`config.mk`:
```
export PLATFORM = sky130hd
export DESIGN_NAME = led_pattern_seq
export DESIGN_NICKNAME = d
export VERILOG_FILES = /design/src/rtl/led_seq_pkg.sv /design/src/rtl/led_pat_player.sv /design/src/rtl/led_pattern_seq.sv
export SDC_FILE = /design/constraint.sdc
export NUM_CORES = 1
export LEC_CHECK = 0
export CELL_PAD_IN_SITES_DETAIL_PLACEMENT = 2
export CELL_PAD_IN_SITES_GLOBAL_PLACEMENT = 2
export CORE_ASPECT_RATIO = 0.8
export CORE_MARGIN = 4
export CORE_UTILIZATION = 30
export CTS_CLUSTER_DIAMETER = 100
export CTS_CLUSTER_SIZE = 24
export DETAILED_ROUTE_END_ITERATION = 6
export HOLD_SLACK_MARGIN = 0.12
export PLACE_DENSITY_LB_ADDON = 0.1
export SLEW_MARGIN = 10
export SYNTH_ARGS = -nofsm -noshare
export SYNTH_HDL_FRONTEND = slang
export SYNTH_SLANG_ARGS = --single-unit
```
`constraint.sdc`:
```
create_clock -name clk -period 1.8 [get_ports clk]
set_input_delay 0.36 -clock clk [delete_from_list [all_inputs] [get_ports clk]]
set_output_delay 0.36 -clock clk [all_outputs]
set_load 0.1 [all_outputs]
```
`src/rtl/led_seq_pkg.sv`:
```
// Shared types and defaults for the LED pattern sequencer.
package led_seq_pkg;

    localparam int unsigned PAT_W_DEF = 8;
    localparam int unsigned REP_W_DEF = 4;

    typedef enum logic [1:0] {
        MODE_OFF     = 2'd0,
        MODE_ON      = 2'd1,
        MODE_BLINK   = 2'd2,
        MODE_PATTERN = 2'd3
    } mode_e;

    typedef enum logic {
        ST_IDLE = 1'b0,
        ST_RUN  = 1'b1
    } state_e;

    // Bit-index width; a 1-bit pattern still needs a 1-bit index.
    function automatic int unsigned idx_width(input int unsigned n);
        return (n > 1) ? $clog2(n) : 1;
    endfunction

endpackage

```
`src/rtl/led_pat_player.sv`:
```
// Plays a latched bit pattern one bit per tick, repeating it rep extra times.
module led_pat_player
    import led_seq_pkg::*;
#(
    parameter int unsigned PAT_W = PAT_W_DEF,
    parameter int unsigned REP_W = REP_W_DEF
) (
    input  logic             clk,
    input  logic             rst_n,
    input  logic             load,
    input  logic             tick,
    input  logic [PAT_W-1:0] pattern,
    input  logic [REP_W-1:0] rep,
    output logic             pat_bit_c,
    output logic             finish_c,
    output logic             busy,
    output logic             done
);

    localparam int unsigned IDX_W = idx_width(PAT_W);
    localparam logic [IDX_W-1:0] IDX_LAST = IDX_W'(PAT_W - 1);

    logic [PAT_W-1:0] pat_q, pat_d;
    logic [IDX_W-1:0] idx_q, idx_d;
    logic [REP_W-1:0] rep_q, rep_d;
    logic             busy_q, busy_d;
    logic             done_q, done_d;

    // Player state registers.
    always_ff @(posedge clk or negedge rst_n) begin
        if (!rst_n) begin
            pat_q  <= '0;
            idx_q  <= '0;
            rep_q  <= '0;
            busy_q <= 1'b0;
            done_q <= 1'b0;
        end else begin
            pat_q  <= pat_d;
            idx_q  <= idx_d;
            rep_q  <= rep_d;
            busy_q <= busy_d;
            done_q <= done_d;
        end
    end

    // Next bit is exposed combinationally so the top can register it straight into led.
    always_comb begin
        pat_d     = pat_q;
        idx_d     = idx_q;
        rep_d     = rep_q;
        busy_d    = busy_q;
        done_d    = 1'b0;
        finish_c  = 1'b0;
        pat_bit_c = pat_q[idx_q] & busy_q;

        if (load) begin
            pat_d     = pattern;
            rep_d     = rep;
            idx_d     = '0;
            busy_d    = 1'b1;
            pat_bit_c = pattern[0];
        end else if (tick && busy_q) begin
            if (idx_q != IDX_LAST) begin
                idx_d     = idx_q + IDX_W'(1);
                pat_bit_c = pat_q[idx_d];
            end else if (rep_q != '0) begin
                rep_d     = rep_q - REP_W'(1);
                idx_d     = '0;
                pat_bit_c = pat_q[0];
            end else begin
                idx_d     = '0;
                busy_d    = 1'b0;
                done_d    = 1'b1;
                finish_c  = 1'b1;
                pat_bit_c = 1'b0;
            end
        end
    end

    assign busy = busy_q;
    assign done = done_q;

endmodule

```
`src/rtl/led_pattern_seq.sv`:
```
// LED driver: OFF/ON/BLINK/PATTERN modes loaded over a valid/ready handshake, advanced by tick.
module led_pattern_seq
    import led_seq_pkg::*;
#(
    parameter int unsigned PAT_W = PAT_W_DEF,
    parameter int unsigned REP_W = REP_W_DEF
) (
    input  logic             clk,
    input  logic             rst_n,
    input  logic             tick,
    input  logic             cfg_valid,
    output logic             cfg_ready,
    input  logic [1:0]       cfg_mode,
    input  logic [PAT_W-1:0] cfg_pattern,
    input  logic [REP_W-1:0] cfg_repeat,
    output logic             led,
    output logic             busy,
    output logic             done
);

    state_e state_q, state_d;
    mode_e  mode_q, mode_d;
    logic   led_q, led_d;
    logic   xfer_c;
    logic   pat_load_c;
    logic   pat_bit_c;
    logic   pat_finish_c;

    // A running pattern cannot be preempted; every other mode accepts a new word.
    assign cfg_ready = (state_q == ST_IDLE) || (mode_q != MODE_PATTERN);
    assign xfer_c    = cfg_valid && cfg_ready;

    led_pat_player #(
        .PAT_W (PAT_W),
        .REP_W (REP_W)
    ) u_player (
        .clk       (clk),
        .rst_n     (rst_n),
        .load      (pat_load_c),
        .tick      (tick),
        .pattern   (cfg_pattern),
        .rep       (cfg_repeat),
        .pat_bit_c (pat_bit_c),
        .finish_c  (pat_finish_c),
        .busy      (busy),
        .done      (done)
    );

    // FSM, mode and LED registers.
    always_ff @(posedge clk or negedge rst_n) begin
        if (!rst_n) begin
            state_q <= ST_IDLE;
            mode_q  <= MODE_OFF;
            led_q   <= 1'b0;
        end else begin
            state_q <= state_d;
            mode_q  <= mode_d;
            led_q   <= led_d;
        end
    end

    // A transfer takes priority over a coincident tick, which is dropped.
    always_comb begin
        state_d    = state_q;
        mode_d     = mode_q;
        led_d      = led_q;
        pat_load_c = 1'b0;

        if (xfer_c) begin
            mode_d = mode_e'(cfg_mode);
            case (mode_e'(cfg_mode))
                MODE_OFF: begin
                    state_d = ST_IDLE;
                    led_d   = 1'b0;
                end
                MODE_ON, MODE_BLINK: begin
                    state_d = ST_RUN;
                    led_d   = 1'b1;
                end
                default: begin
                    state_d    = ST_RUN;
                    pat_load_c = 1'b1;
                    led_d      = pat_bit_c;
                end
            endcase
        end else if (state_q == ST_RUN) begin
            case (mode_q)
                MODE_BLINK: begin
                    if (tick) begin
                        led_d = ~led_q;
                    end
                end
                MODE_PATTERN: begin
                    led_d = pat_bit_c;
                    if (pat_finish_c) begin
                        state_d = ST_IDLE;
                        mode_d  = MODE_OFF;
                    end
                end
                default: begin
                    led_d = led_q;
                end
            endcase
        end
    end

    assign led = led_q;

endmodule

```
==> results of run 1 <==
-- repair_timing --
item | CTS | global route
endpoints found under the hold margin | 0 | 0
buffers inserted | 1 | 2
endpoints found under the setup margin | 2 | 4
resized for setup | 6 | 9
pin swaps | 3 | 2
-- path summary, 6_finish.rpt --
check,start,to,cells past startpoint
min reg2reg,u_player.pat_q[5]$_DFFE_PN0P_,u_player.pat_q[5]$_DFFE_PN0P_,1
max reg2reg,u_player.idx_q[0]$_DFFE_PN0N_,led$_DFFE_PN0P_,5
min in group clk,u_player.pat_q[5]$_DFFE_PN0P_,u_player.pat_q[5]$_DFFE_PN0P_,1
max,u_player.idx_q[0]$_DFFE_PN0N_,led$_DFFE_PN0P_,5
max in group asynchronous,rst_n,u_player.busy$_DFFE_PN0P_,2
min,rst_n,u_player.done$_DFF_PN0_,2
-- critical path: stages (launching register included) --
cell and delay (ns):
sky130_fd_sc_hd__dfrtp_1 0.43, sky130_fd_sc_hd__ha_4 0.29, sky130_fd_sc_hd__mux4_2 0.48, sky130_fd_sc_hd__or2_4 0.25, sky130_fd_sc_hd__a31oi_4 0.12, sky130_fd_sc_hd__o21ai_1 0.09
-- power by group --
part | internal (mW) | total (mW) | switching (mW)
sequential | 0.471 | 0.471 | 0
clock | 0.158 | 0.319 | 0.161
combinational | 0.0489 | 0.0834 | 0.0345
-- registers in the layout, indices dropped and copies added (netlist names) --
name and count:
led 1, mode_q 2, state_q 1, u_player.busy 1, u_player.done 1, u_player.idx_q 3
u_player.pat_q 8, u_player.rep_q 4
-- metal layers --
metal	share of wire, %	track usage (%)	up-vias
met4	1.3	3.863	0
li1	-	-	465
met3	3.3	3.750	4
met5	0	0	-
met2	53	27.00	20
met1	43	17.86	494
-- through the flow --
stage	cell area [um2]	std cells
3_3_place_gp	1649	196
4_1_cts	1734	201
5_1_grt	1794	203
3_5_place_dp	1649	196
6_report	1794	203
2_1_floorplan	1234	106
-- area by class of cell --
type | count | area, um2
Inverter | 5 | 18.77
Timing Repair Buffer | 42 | 411.6
Sequential cell | 21 | 526.8
Tap cell | 55 | 68.82
Clock buffer | 4 | 45.04
Fill cell | 410 | 2059
Multi-Input combinational cell | 76 | 723.2
-- cell usage after synthesis --
cell / count / area, um2
sky130_fd_sc_hd__mux4_1: 3 / 78.83
sky130_fd_sc_hd__xnor2_1: 2 / 17.52
sky130_fd_sc_hd__o21ai_1: 5 / 25.02
sky130_fd_sc_hd__nand2_1: 5 / 18.77
sky130_fd_sc_hd__ha_1: 6 / 75.07
sky130_fd_sc_hd__buf_2: 1 / 5.000
sky130_fd_sc_hd__nor2b_1: 1 / 6.260
sky130_fd_sc_hd__nand3_1: 6 / 30.03
sky130_fd_sc_hd__a31o_2: 1 / 8.760
sky130_fd_sc_hd__nor3_2: 1 / 10.01
sky130_fd_sc_hd__inv_1: 5 / 18.77
sky130_fd_sc_hd__mux2_2: 1 / 11.26
sky130_fd_sc_hd__nor3b_1: 2 / 15.01
sky130_fd_sc_hd__nand4_1: 1 / 6.260
sky130_fd_sc_hd__o211ai_1: 2 / 15.01
sky130_fd_sc_hd__o211ai_2: 1 / 12.51
sky130_fd_sc_hd__mux2i_1: 6 / 60.06
sky130_fd_sc_hd__nand2b_1: 2 / 12.51
sky130_fd_sc_hd__buf_6: 3 / 33.78
sky130_fd_sc_hd__a21oi_1: 5 / 25.02
sky130_fd_sc_hd__nor4_1: 1 / 6.260
sky130_fd_sc_hd__nor3_1: 1 / 5.000
sky130_fd_sc_hd__a31oi_1: 2 / 12.51
sky130_fd_sc_hd__or3b_1: 1 / 8.760
sky130_fd_sc_hd__and3_1: 1 / 6.260
sky130_fd_sc_hd__nor2_1: 7 / 26.28
sky130_fd_sc_hd__nand3_2: 1 / 10.01
sky130_fd_sc_hd__or2_2: 1 / 6.260
sky130_fd_sc_hd__mux2_1: 11 / 123.9
sky130_fd_sc_hd__dfrtp_1: 21 / 525.5
-- cells by family (layout without fill, tap and decap cells) --
logic type / after synthesis / in the layout / synth area share [%]
buffers and inverters: 9 / 51 / 4.732
flip-flops: 21 / 21 / 43.21
AND/OR/NAND/NOR: 31 / 31 / 13.79
XOR/XNOR: 2 / 2 / 1.441
AO/OA/AOI/OAI: 16 / 16 / 8.126
multiplexers: 21 / 21 / 22.53
adder cells (fa/ha/maj): 6 / 6 / 6.173
==> flow_results.org, run 1 <==
** Hold path
- The path class of the tightest hold or removal check is in2async.

** Synthesis
- In this run, distinct cell masters in the synthesized netlist total 30.
- Syn Area/Cell :: 11.47 um2
- In this run the cell area of the synthesized design comes to 0.001216 mm2.
- Synthesis produced a netlist with a net count of 130.
- Synthesized flop and latch total :: 21
- Number of warnings reported in the yosys synthesis log :: 0
- Post-Synthesis Cells :: 106
- Sequential elements use 43.21% of the synthesized area.

** Layout
- Measured on the finished design, the core utilization comes to 46.56%.
- Nets :: 173
- Fraction of layout cells with a size suffix above 1 :: 31.08%
- 0 antenna diodes ended up in the layout.
- The top cell types in the final layout, fill and taps aside, are 20 x sky130_fd_sc_hd__dfrtp_1, 20 x sky130_fd_sc_hd__buf_4, 17 x sky130_fd_sc_hd__clkdlybuf4s50_1.
- Layout area overhead :: 47.53%

** Drt
- Remaining number of nets flagged by the antenna check after routing :: 0
- In the final routed layout, each cell accounts on average for 17.53 um.
- Total number of vias :: 983
- Dividing the detail-routed via count by the number of cells gives 4.842.
- The first detailed-routing pass ran for 4 iterations.
- Summed over all layers, the routed wires come to 3559 um.
- Initial drt markers :: 26
- Residual DRC :: 0

** Timing
- Setup TNS :: 0 ns
- Minimum clock period after layout :: 1.785 ns
- Static timing analysis puts the maximum clock frequency at 0.5602 GHz.
- For the pin with the worst max-slew slack, the measured transition is 0.2867 ns.
- The final count of pins violating max slew came to 0.
- The final critical path takes up 99.17% of the cycle.
- The number of hold violations in the final report is 0.
- Once routing completed, OpenROAD measured the worst setup slack at 0.01498 ns.
- Measured against its own limit, the worst slew margin works out to 80.89%.
- Setup repair after global routing missed its margin :: yes
- Hold timing on the final database bottoms out at a slack of 0.4445 ns.
- Clock Skews :: 0.001681 ns
- Final count of negative-setup-slack endpoints :: 0

** GRT
- In the global route stage, overall resource usage came out at 15.03%.
- Wire length of the first global-routing pass :: 5851 um
- GR Overflow Total :: 0
- The initial antenna violation count was 0.
- Largest net degree at the start of global routing :: 22
- The number of global-route vias before repair is 1,154.

** Clock network
- Post-CTS clock slew at the launch and capture registers of the worst setup and hold paths :: 0.08 ns
- Total number of H-tree levels :: 1
- The clock reaches the later pin of the worst-skew pair after 0.26 ns.
- TritonCTS clock tree :: done
- CTS saw 21 sinks.
- The tree is rooted in a sky130_fd_sc_hd__clkbuf_8.
- The longest clock path from root to sink contains 2 buffers.
- Number of buffers inserted for hold repair after clock tree synthesis :: 0
- Clock tree synthesis inserted a total of 3 buffers.

** Pwr
- Max rail drop VDD :: 368.3 uV
- In this run the static leakage power is 0.7868 nW.
- Power spread over the standard cell area amounts to 486.7 mW/mm2.
- Overall power consumption :: 0.8733 mW

** Status
- The run finished with clean final reports.

** Floorplanning
- The floorplan step set the die height to 64.95 um.
- Row generation in the floorplan step produced 20 rows.
- Boundary Pins :: 22
- Core Footprint :: 0.003854 mm2
- The initial utilization of the core area, before any placement, comes to 31.56%.
- The die covers 0.005143 mm2.
- The floorplan step set the die width to 79.19 um.

** Worst setup path
- The worst setup path is launched from a flop.
- Maximum fanout encountered on the critical timing path :: 2
- Slack of the worst reg-to-reg path :: 0.01 ns
- Required time reported for the critical path endpoint :: 1.95 ns
- Worst Setup End Kind :: flop
- At the worst endpoint, the arrival time is 1.93 ns.
- Kind of critical path :: reg2reg

** Placement
- After legalization and detailed placement, the total HPWL measured 2639 um.
- Routability-driven placement finished with a final weighted congestion of 0.7168.
- Pre-CTS setup slack :: -0.1462 ns
- During placement, the flow inserted port buffers numbering 21.

** Run
- Across the run, the number of max-cap violations was 0.
Power figures use the tool's default switching activity.
==> run 2: changes to the inputs <==
--- a/config.mk
+++ b/config.mk
@@ -15,6 +15,7 @@
 export DETAILED_ROUTE_END_ITERATION = 6
 export HOLD_SLACK_MARGIN = 0.12
 export PLACE_DENSITY_LB_ADDON = 0.1
+export REMOVE_ABC_BUFFERS = 1
 export SLEW_MARGIN = 10
 export SYNTH_ARGS = -nofsm -noshare
 export SYNTH_HDL_FRONTEND = slang
==> flow_results.org, run 2 (synthesized netlist as in run 1, its figures left out) <==
** Status
- The flow ran to the end, and the final reports show no timing, DRC or antenna violations.

** Clock network
- TritonCTS built the clock tree.
- CTS built an H-tree with a depth of 1.
- Number of buffers added by the clock tree synthesis step :: 3
- Clock insertion delay at the later pin of the skew report :: 0.26 ns
- For this design, the CTS-stage hold fixing added 0 buffers.
- The clock net in this run drives a total of 21 sinks.
- CTS placed an instance of sky130_fd_sc_hd__clkbuf_8 at the clock tree root.
- Clock tree buffer depth :: 2
- Post-CTS clock slew at the launch and capture registers of the worst setup and hold paths :: 0.08 ns

** Worst setup path
- Endpoint arrival time on the critical path :: 1.94 ns
- Maximum fanout encountered on the critical timing path :: 7
- STA classifies the critical path endpoint as a flop.
- Critical path launch point :: u_player.idx_q[0]$_DFFE_PN0N_
- The critical path goes through buf_4, mux4_1, mux2_2, o211ai_2, o21ai_1.
- Kind of cell adding the most delay to the critical path :: multiplexers
- On the critical path, the stage with the largest delay is an instance of sky130_fd_sc_hd__mux4_1.
- Worst reg2reg path startpoint :: u_player.idx_q[0]$_DFFE_PN0N_
- Counting both buffers and inverters, the worst setup path holds a total of 1.
- Required time reported for the critical path endpoint :: 1.95 ns
- The critical path in this run is classified as reg2reg.
- Slack of the worst reg-to-reg path :: 0.004 ns
- Type of element launching the critical path :: flop
- Slowest Stage Delay on Critical Path :: 0.56 ns

** Drt
- For this run, the detailed router's first-pass iteration total came to 2.
- Total number of vias :: 1,014
- Residual DRC :: 0
- Initial drt markers :: 18
- Via density per instance :: 4.946
- In this run the remaining antenna-violating nets after routing total 0.
- The routed design has 3300 um of wire.
- Routed wirelength normalized by instance count :: 16.10 um

** GRT
- Wire length of the first global-routing pass :: 5658 um
- For this run the aggregate overflow at the end of global routing stands at 0.
- Global routing used 14.30% of the available tracks.
- Vias in the first global route :: 1,088
- Largest net degree at the start of global routing :: 22
- Number of antenna violations at the first check in global routing :: 0

** Layout
- Largest registers in the final layout :: u_player.pat_q: 8 flops, u_player.rep_q: 4 flops, u_player.idx_q: 3 flops
- Ranked by flip-flop count, first place goes to u_player.pat_q.
- Final antenna diode count :: 0
- Number of fill cells in the layout :: 418
- Cells with a size suffix above 1 make up 30.00% of the layout.
- The finished layout holds 205 standard cells, fillers aside.
- The library cell used most frequently in the layout, excluding fill and tap cells, is sky130_fd_sc_hd__buf_4.
- Number of flip-flops in the largest register :: 8
- Layout area overhead :: 45.88%
- Most frequent cells in the layout :: 22 x sky130_fd_sc_hd__buf_4, 21 x sky130_fd_sc_hd__dfrtp_1, 17 x sky130_fd_sc_hd__clkdlybuf4s50_1
- For this run, the post-layout net count is 175.

** Timing
- Setup repair after global routing missed its margin :: yes
- Number of hold violations in the final report :: 0
- Clock Skews :: 0.002431 ns
- For the pin with the worst max-slew slack, the measured transition is 0.3670 ns.
- After layout, the worst path uses 99.77% of the clock period.
- The final count of pins violating max slew was 0.
- The routed design could run at a clock period as short as 1.796 ns.
- Headroom to the max-slew limit :: 75.42%
- Hold is met by 0.4417 ns.
- Final count of negative-setup-slack endpoints :: 0
- Top achievable clock speed :: 0.5568 GHz

** Floorplanning
- Initial Utilization :: 31.56%
- Boundary Pins :: 22
- The die covers 0.005143 mm2.
- Die Wd :: 79.19 um
- The core region is 0.003854 mm2.
- Floorplan row count :: 20
- The die is 64.95 um tall.

** Hold path
- The min-delay analysis places its worst path in the category in2async.

** Placement
- Half-perimeter wire length after placement :: 2513 um
- Placer's final routability congestion estimate :: 0.7627
- Placed cells :: 197
- Port buffering added 21 buffers.

** Pwr
- Static power due to leakage :: 0.7976 nW
- Across the VDD grid, the largest voltage drop is 388.6 uV.
- Power spread over the standard cell area amounts to 488.6 mW/mm2.

** Run
- The tool flagged a number of max-cap violations equal to 0.
[run 2: changes by cell type in the layout (fill, tap and decap cells not counted), sizes merged]
cell  previous run  this run
buf             25        27
[run 2: final cells by class]
| class | instances | area [um2] | share of cell area (%) |
|---|---|---|---|
| multi-input combinational | 76 | 680.7 | 38.36 |
| timing repair buffer | 44 | 435.4 | 24.54 |
| tap | 55 | 68.82 | 3.879 |
| sequential | 21 | 525.5 | 29.62 |
| clock buffer | 4 | 45.04 | 2.539 |
| inverter | 5 | 18.77 | 1.058 |
[run 2: per-layer routing]
| metal | up-vias | GRT usage (%) | wire [um] |
|---|---|---|---|
| li1 | 472 | - | - |
| met1 | 520 | 18.38 | 1508 |
| met2 | 18 | 23.95 | 1635 |
| met3 | 4 | 3.889 | 123 |
| met4 | 0 | 3.219 | 32 |
| met5 | - | 0 | 0 |
[run 2: timing repair]
item | CTS | global route
buffers inserted | 2 | 2
endpoints found under the setup margin | 1 | 6
gates resized for setup | 3 | 8
hold endpoints to repair | 0 | 0
cloned | 0 | 0
pin swaps | 3 | 0
[run 2: worst register-to-register path, cell delays in order (launching register included)]
cell and delay, ns:
sky130_fd_sc_hd__dfrtp_1 0.40, sky130_fd_sc_hd__buf_4 0.18, sky130_fd_sc_hd__mux4_1 0.56, sky130_fd_sc_hd__mux2_2 0.29
sky130_fd_sc_hd__o211ai_2 0.15, sky130_fd_sc_hd__o21ai_1 0.09
[run 2: path summary, 6_finish.rpt]
kind / endpoint / cells after the start
worst max-delay path: led$_DFFE_PN0P_ / 5
worst min-delay path: u_player.pat_q[7]$_DFFE_PN0P_ / 2
worst max register to register: led$_DFFE_PN0P_ / 5
worst min register to register: u_player.pat_q[3]$_DFFE_PN0P_ / 1
max in group asynchronous: u_player.busy$_DFFE_PN0P_ / 2
min in group clk: u_player.pat_q[3]$_DFFE_PN0P_ / 1
[run 2: through the flow]
step | power (mW) | setup TNS, ns | setup slack (ns) | instance area, um2 | utilization [%]
after floorplan | 0.4947 | -3.296 | -0.4465 | 1177 | -
after global placement | 0.5582 | -0.7888 | -0.1182 | 1652 | 42.86
after detailed placement | 0.5611 | -0.8583 | -0.1229 | 1652 | 42.86
after CTS | 0.8850 | 0 | 0.001136 | 1723 | 44.71
after global routing | 0.9145 | -0.08451 | -0.07017 | 1774 | 46.04
final | 0.8669 | 0 | 0.004144 | 1774 | 46.04
[run 2: power breakdown]
group	total, mW	switching [mW]	internal, mW
Combinational	0.0794	0.0317	0.0477
Sequential	0.471	0	0.471
Clock	0.316	0.158	0.158
==> RTL edit 1, RTL diff (settings of run 2) <==
Set the package constant `REP_W_DEF` to 6 (it was 4).
--- a/src/rtl/led_seq_pkg.sv
+++ b/src/rtl/led_seq_pkg.sv
@@ -3,5 +3,5 @@
 
     localparam int unsigned PAT_W_DEF = 8;
-    localparam int unsigned REP_W_DEF = 4;
+    localparam int unsigned REP_W_DEF = 6;
 
     typedef enum logic [1:0] {
Interface: changed (resized cfg_repeat); port bits go from 22 to 24. The function was not compared with the original's and may differ.
==> RTL edit 1 against run 2 <==
Routed wire length grew 9.6%; sequential power up 9.6%; maximum frequency shrank 8.2%; setup slack worse by 160 ps; critical path type unchanged; power grew 6.3%; area after synthesis rose by 7.6%; clock skew up 3.2 ps; the run now ends with negative setup slack left; global-route usage grew 0.71 points; final area grew 3.1%; sequential cell count rose by 2.
==> RTL edit 1: results (changes against run 2) <==
| Metric | Value |
|---|---|
| Status | `complete, but fails checks` |
| Failing checks | `negative setup slack` |
| Ranking of synthesized cells by area | `dfrtp_1 (44%), mux2_2 (6.9%), ha_1 (6.7%)` |
| Crit Path Max Fanout | `5 (-2)` |
| Non-clock buffer count | `39 (-11%)` |
| M3 GR Usage | `2.16% (-1.7 points)` |
| Vias per std cell | `4.92 (-0.46%)` |
| Port bufs | `23 (+9.5%)` |
| Share of layout cells above drive strength 1 | `23.6% (-6.4 points)` |
| Synth cell types | `32 (+6.7%)` |
| Biggest regs | `u_player.pat_q x8, u_player.rep_q x6, u_player.idx_q x3` |
| DP Wirelength | `2730 um (+8.7%)` |
| Dpl ws | `-316 ps (-193 ps)` |
| Filler cells | `451 (+7.9%)` |
| CP arrival | `2150 ps (+210 ps)` |
| Commonest cells in the netlist | `dfrtp_1 (23), nand2_1 (11), nor2_1 (9), mux2_2 (8), mux2i_1 (8)` |
| Setup crit start | `u_player.idx_q[1]` |
| Clock Skews | `5.66 ps (+3.23 ps)` |
| Worst path slowest cell | `mux4_2` |
| Sequential share of power | `56.0% (+1.6 points)` |
| Vias in the first global route | `1225 (+13%)` |
| Post-synthesis sequential area ratio | `44.0% (+0.77 points)` |
| VDD IR max | `0.236 mV (-39%)` |
| Switching Fraction | `21.4% (-0.55 points)` |
| Met1 usage | `19.9% (+1.5 points)` |
| Max_slew headroom | `71.9% (-3.5 points)` |
| First-pass DRT Iterations | `3 (+1)` |
| WL met2 | `1790 um (+9.2%)` |
| Final GP Congestion | `0.806 (+5.6%)` |
| Synth Area in Compound Gates | `11.4% (+3.2 points)` |
| Clk pwr share | `35.3% (-1.2 points)` |
| CP peak stage delay | `470 ps (-90 ps)` |
| Post-Route WL | `3620 um (+9.6%)` |
| Met3 wire len | `113 um (-8.1%)` |
| Setup WS post-layout | `-157 ps (-161 ps)` |
| Largest net degree at the start of global routing | `24 (+9.1%)` |
| Global-route usage over all layers | `15.0% (+0.71 points)` |
| Clk cell area share | `2.46% (-0.076 points)` |
| Leakage | `0.800 nW (+0.25%)` |
| Initial drt markers | `30 (+12)` |
| Inverters | `6 (+1)` |
| First-pass GRT wire length | `6230 um (+10%)` |
| NumNets Final | `193 (+10%)` |
| Setup violators final | `1 (+1)` |
| Non-clk buf share | `22.0% (-2.5 points)` |
| Post-Synth XOR/XNOR Area | `4.02% (+2.6 points)` |
| Cell Pwr Density | `504 mW/mm^2 (+3.1%)` |
RTL edit 1: changes by cell type after synthesis, moves of 3 or more:
cell,delta
clkbuf_1,+3
mux2_1,-11
mux2_2,+7
mux4_1,-3
nand2_1,+6
nor3_1,+3
o21ai_0,+7
o21ai_1,-3
xor2_1,+5
RTL edit 1: timing repair:
action,CTS,global route
hold buffers,0,0
endpoints found under the setup margin,1,8
pin swaps,4,2
buffers inserted,1,1
resized for setup,3,3
RTL edit 1: metrics by stage:
step	setup TNS (ps)	cell area [um^2]	utilization [%]	hold WS, ps	cells
after floorplan	-1550	1280	-	64.4	122
after global placement	-1150	1740	41.3	537	216
after detailed placement	-1470	1740	41.3	535	216
after CTS	-185	1800	42.9	459	221
after global routing	-228	1830	43.5	496	222
final	-157	1830	43.5	451	222
RTL edit 1: worst max-delay path, delay by kind of cell, from the launching register on:
| family | cells | cell delay, ps |
|---|---|---|
| AOI/OAI and AO/OA | 2 | 410 |
| adders and majority gates | 2 | 510 |
| DFF | 1 | 390 |
| muxes | 2 | 560 |
==> RTL edit 2, RTL diff (flow settings as in run 2) <==
Made on the original files. Add an input register stage for `cfg_valid`, `cfg_mode`, `cfg_pattern` and `cfg_repeat`; this delays them by one clock. The other inputs are not delayed to match.
--- a/src/rtl/led_pattern_seq.sv
+++ b/src/rtl/led_pattern_seq.sv
@@ -19,4 +19,16 @@
 );
 
+    logic cfg_valid_q;
+    logic [1:0] cfg_mode_q;
+    logic [PAT_W-1:0] cfg_pattern_q;
+    logic [REP_W-1:0] cfg_repeat_q;
+
+    always_ff @(posedge clk) begin
+        cfg_valid_q   <= cfg_valid;
+        cfg_mode_q    <= cfg_mode;
+        cfg_pattern_q <= cfg_pattern;
+        cfg_repeat_q  <= cfg_repeat;
+    end
+
     state_e state_q, state_d;
     mode_e  mode_q, mode_d;
@@ -29,5 +41,5 @@
     // A running pattern cannot be preempted; every other mode accepts a new word.
     assign cfg_ready = (state_q == ST_IDLE) || (mode_q != MODE_PATTERN);
-    assign xfer_c    = cfg_valid && cfg_ready;
+    assign xfer_c    = cfg_valid_q && cfg_ready;
 
     led_pat_player #(
@@ -39,6 +51,6 @@
         .load      (pat_load_c),
         .tick      (tick),
-        .pattern   (cfg_pattern),
-        .rep       (cfg_repeat),
+        .pattern   (cfg_pattern_q),
+        .rep       (cfg_repeat_q),
         .pat_bit_c (pat_bit_c),
         .finish_c  (pat_finish_c),
@@ -68,6 +80,6 @@
 
         if (xfer_c) begin
-            mode_d = mode_e'(cfg_mode);
-            case (mode_e'(cfg_mode))
+            mode_d = mode_e'(cfg_mode_q);
+            case (mode_e'(cfg_mode_q))
                 MODE_OFF: begin
                     state_d = ST_IDLE;
Function: changed (a bounded check fails within 4 cycles, from zero or initial values and one cycle with rst_n low).
==> RTL edit 2 against run 2 <==
The run now ends with negative setup slack left; routed wire length increased by 19%; area after synthesis rose by 22%; die area rose by 20%; sequential cell count is 15 higher; count of clock-buffer cells in the layout is 1 higher; largest cell class is now flip-flops and latches; non-clock buffer count shrank 5; setup slack got worse by 110 ps; final area rose by 17%.
Power is left out: it rests on default switching activity, and per cell area and clock period it moved more than threefold.
==> RTL edit 2: results (changes against run 2) <==
| Metric | Value |
|---|---|
| FFs w/ async S/R, synth | `58.3% (-42 points)` |
| Vias per std cell | `5.04 (+1.9%)` |
| Setup repair bufs after CTS | `3 (+1)` |
| Post-Synth XOR/XNOR Area | `1.18% (-0.26 points)` |
| Setup violators final | `1 (+1)` |
| Worst-Skew Late Latency | `290 ps (+30 ps)` |
| Non-clk buf share | `19.2% (-5.4 points)` |
| Cts repair resizes | `4 (+1)` |
| Post-synthesis mux area share | `14.6% (-7.9 points)` |
| Post-synthesis sequential area ratio | `55.5% (+12 points)` |
| CTS H-tree depth | `2 (+1)` |
| Biggest regs | `cfg_pattern_q x8, u_player.pat_q x8` |
| Adder-cell area share of the yosys netlist | `5.04% (-1.1 points)` |
| Setup WS post-layout | `-107 ps (-111 ps)` |
| Inverters | `6 (+1)` |
| Clock Skews | `5.37 ps (+2.94 ps)` |
| Grt met2 use | `24.6% (+0.67 points)` |
| Flops & latches, synth | `36 (+71%)` |
| Worst path slowest cell | `mux4_2` |
| Synth Area in Compound Gates | `10.8% (+2.6 points)` |
| Synth cell types | `37 (+23%)` |
| Global-route usage over all layers | `14.2% (-0.12 points)` |
| First-pass DRT Iterations | `4 (+2)` |
| Status | `complete, but fails checks` |
| Dpl ws | `-162 ps (-39.1 ps)` |
| Vias in the first global route | `1341 (+23%)` |
| M3 GR Usage | `4.07% (+0.19 points)` |
| Ranking of synthesized cells by area | `dfrtp_1 (35%), dfxtp_1 (20%), mux2_1 (6.1%)` |
| CP arrival | `2070 ps (+130 ps)` |
| Failing checks | `negative setup slack` |
| Drt wl/cell | `17.5 um (+8.7%)` |
## RTL edit 2: changes by cell type after synthesis, sizes merged, moves of 2 or more
| cell | run 2 | this run |
|---|---|---|
| dfxtp | 0 | 15 |
| nand3 | 7 | 2 |
| nand2 | 5 | 7 |
| nor2 | 7 | 5 |
| a21o | 0 | 3 |
| mux2i | 6 | 3 |
| a31oi | 2 | 0 |
| nor3 | 2 | 6 |
| a2111oi | 0 | 2 |
| clkbuf | 0 | 2 |
| buf | 4 | 1 |
| mux2 | 12 | 10 |
## RTL edit 2: stage by stage
stage          cells  setup TNS (ps)  instance area (um^2)
3_3_place_gp     214            -183                  1930
3_5_place_dp     214            -289                  1930
5_1_grt          225            -281                  2070
4_1_cts          225           -85.4                  2050
6_report         225            -107                  2070
2_1_floorplan    118           -3340                  1480
## RTL edit 2: metal layers
layer / share of wire [%] / up-vias
li1: - / 519
met1: 44 / 588
met2: 52 / 21
met3: 3.3 / 6
met4: 1.3 / 0
met5: 0 / -
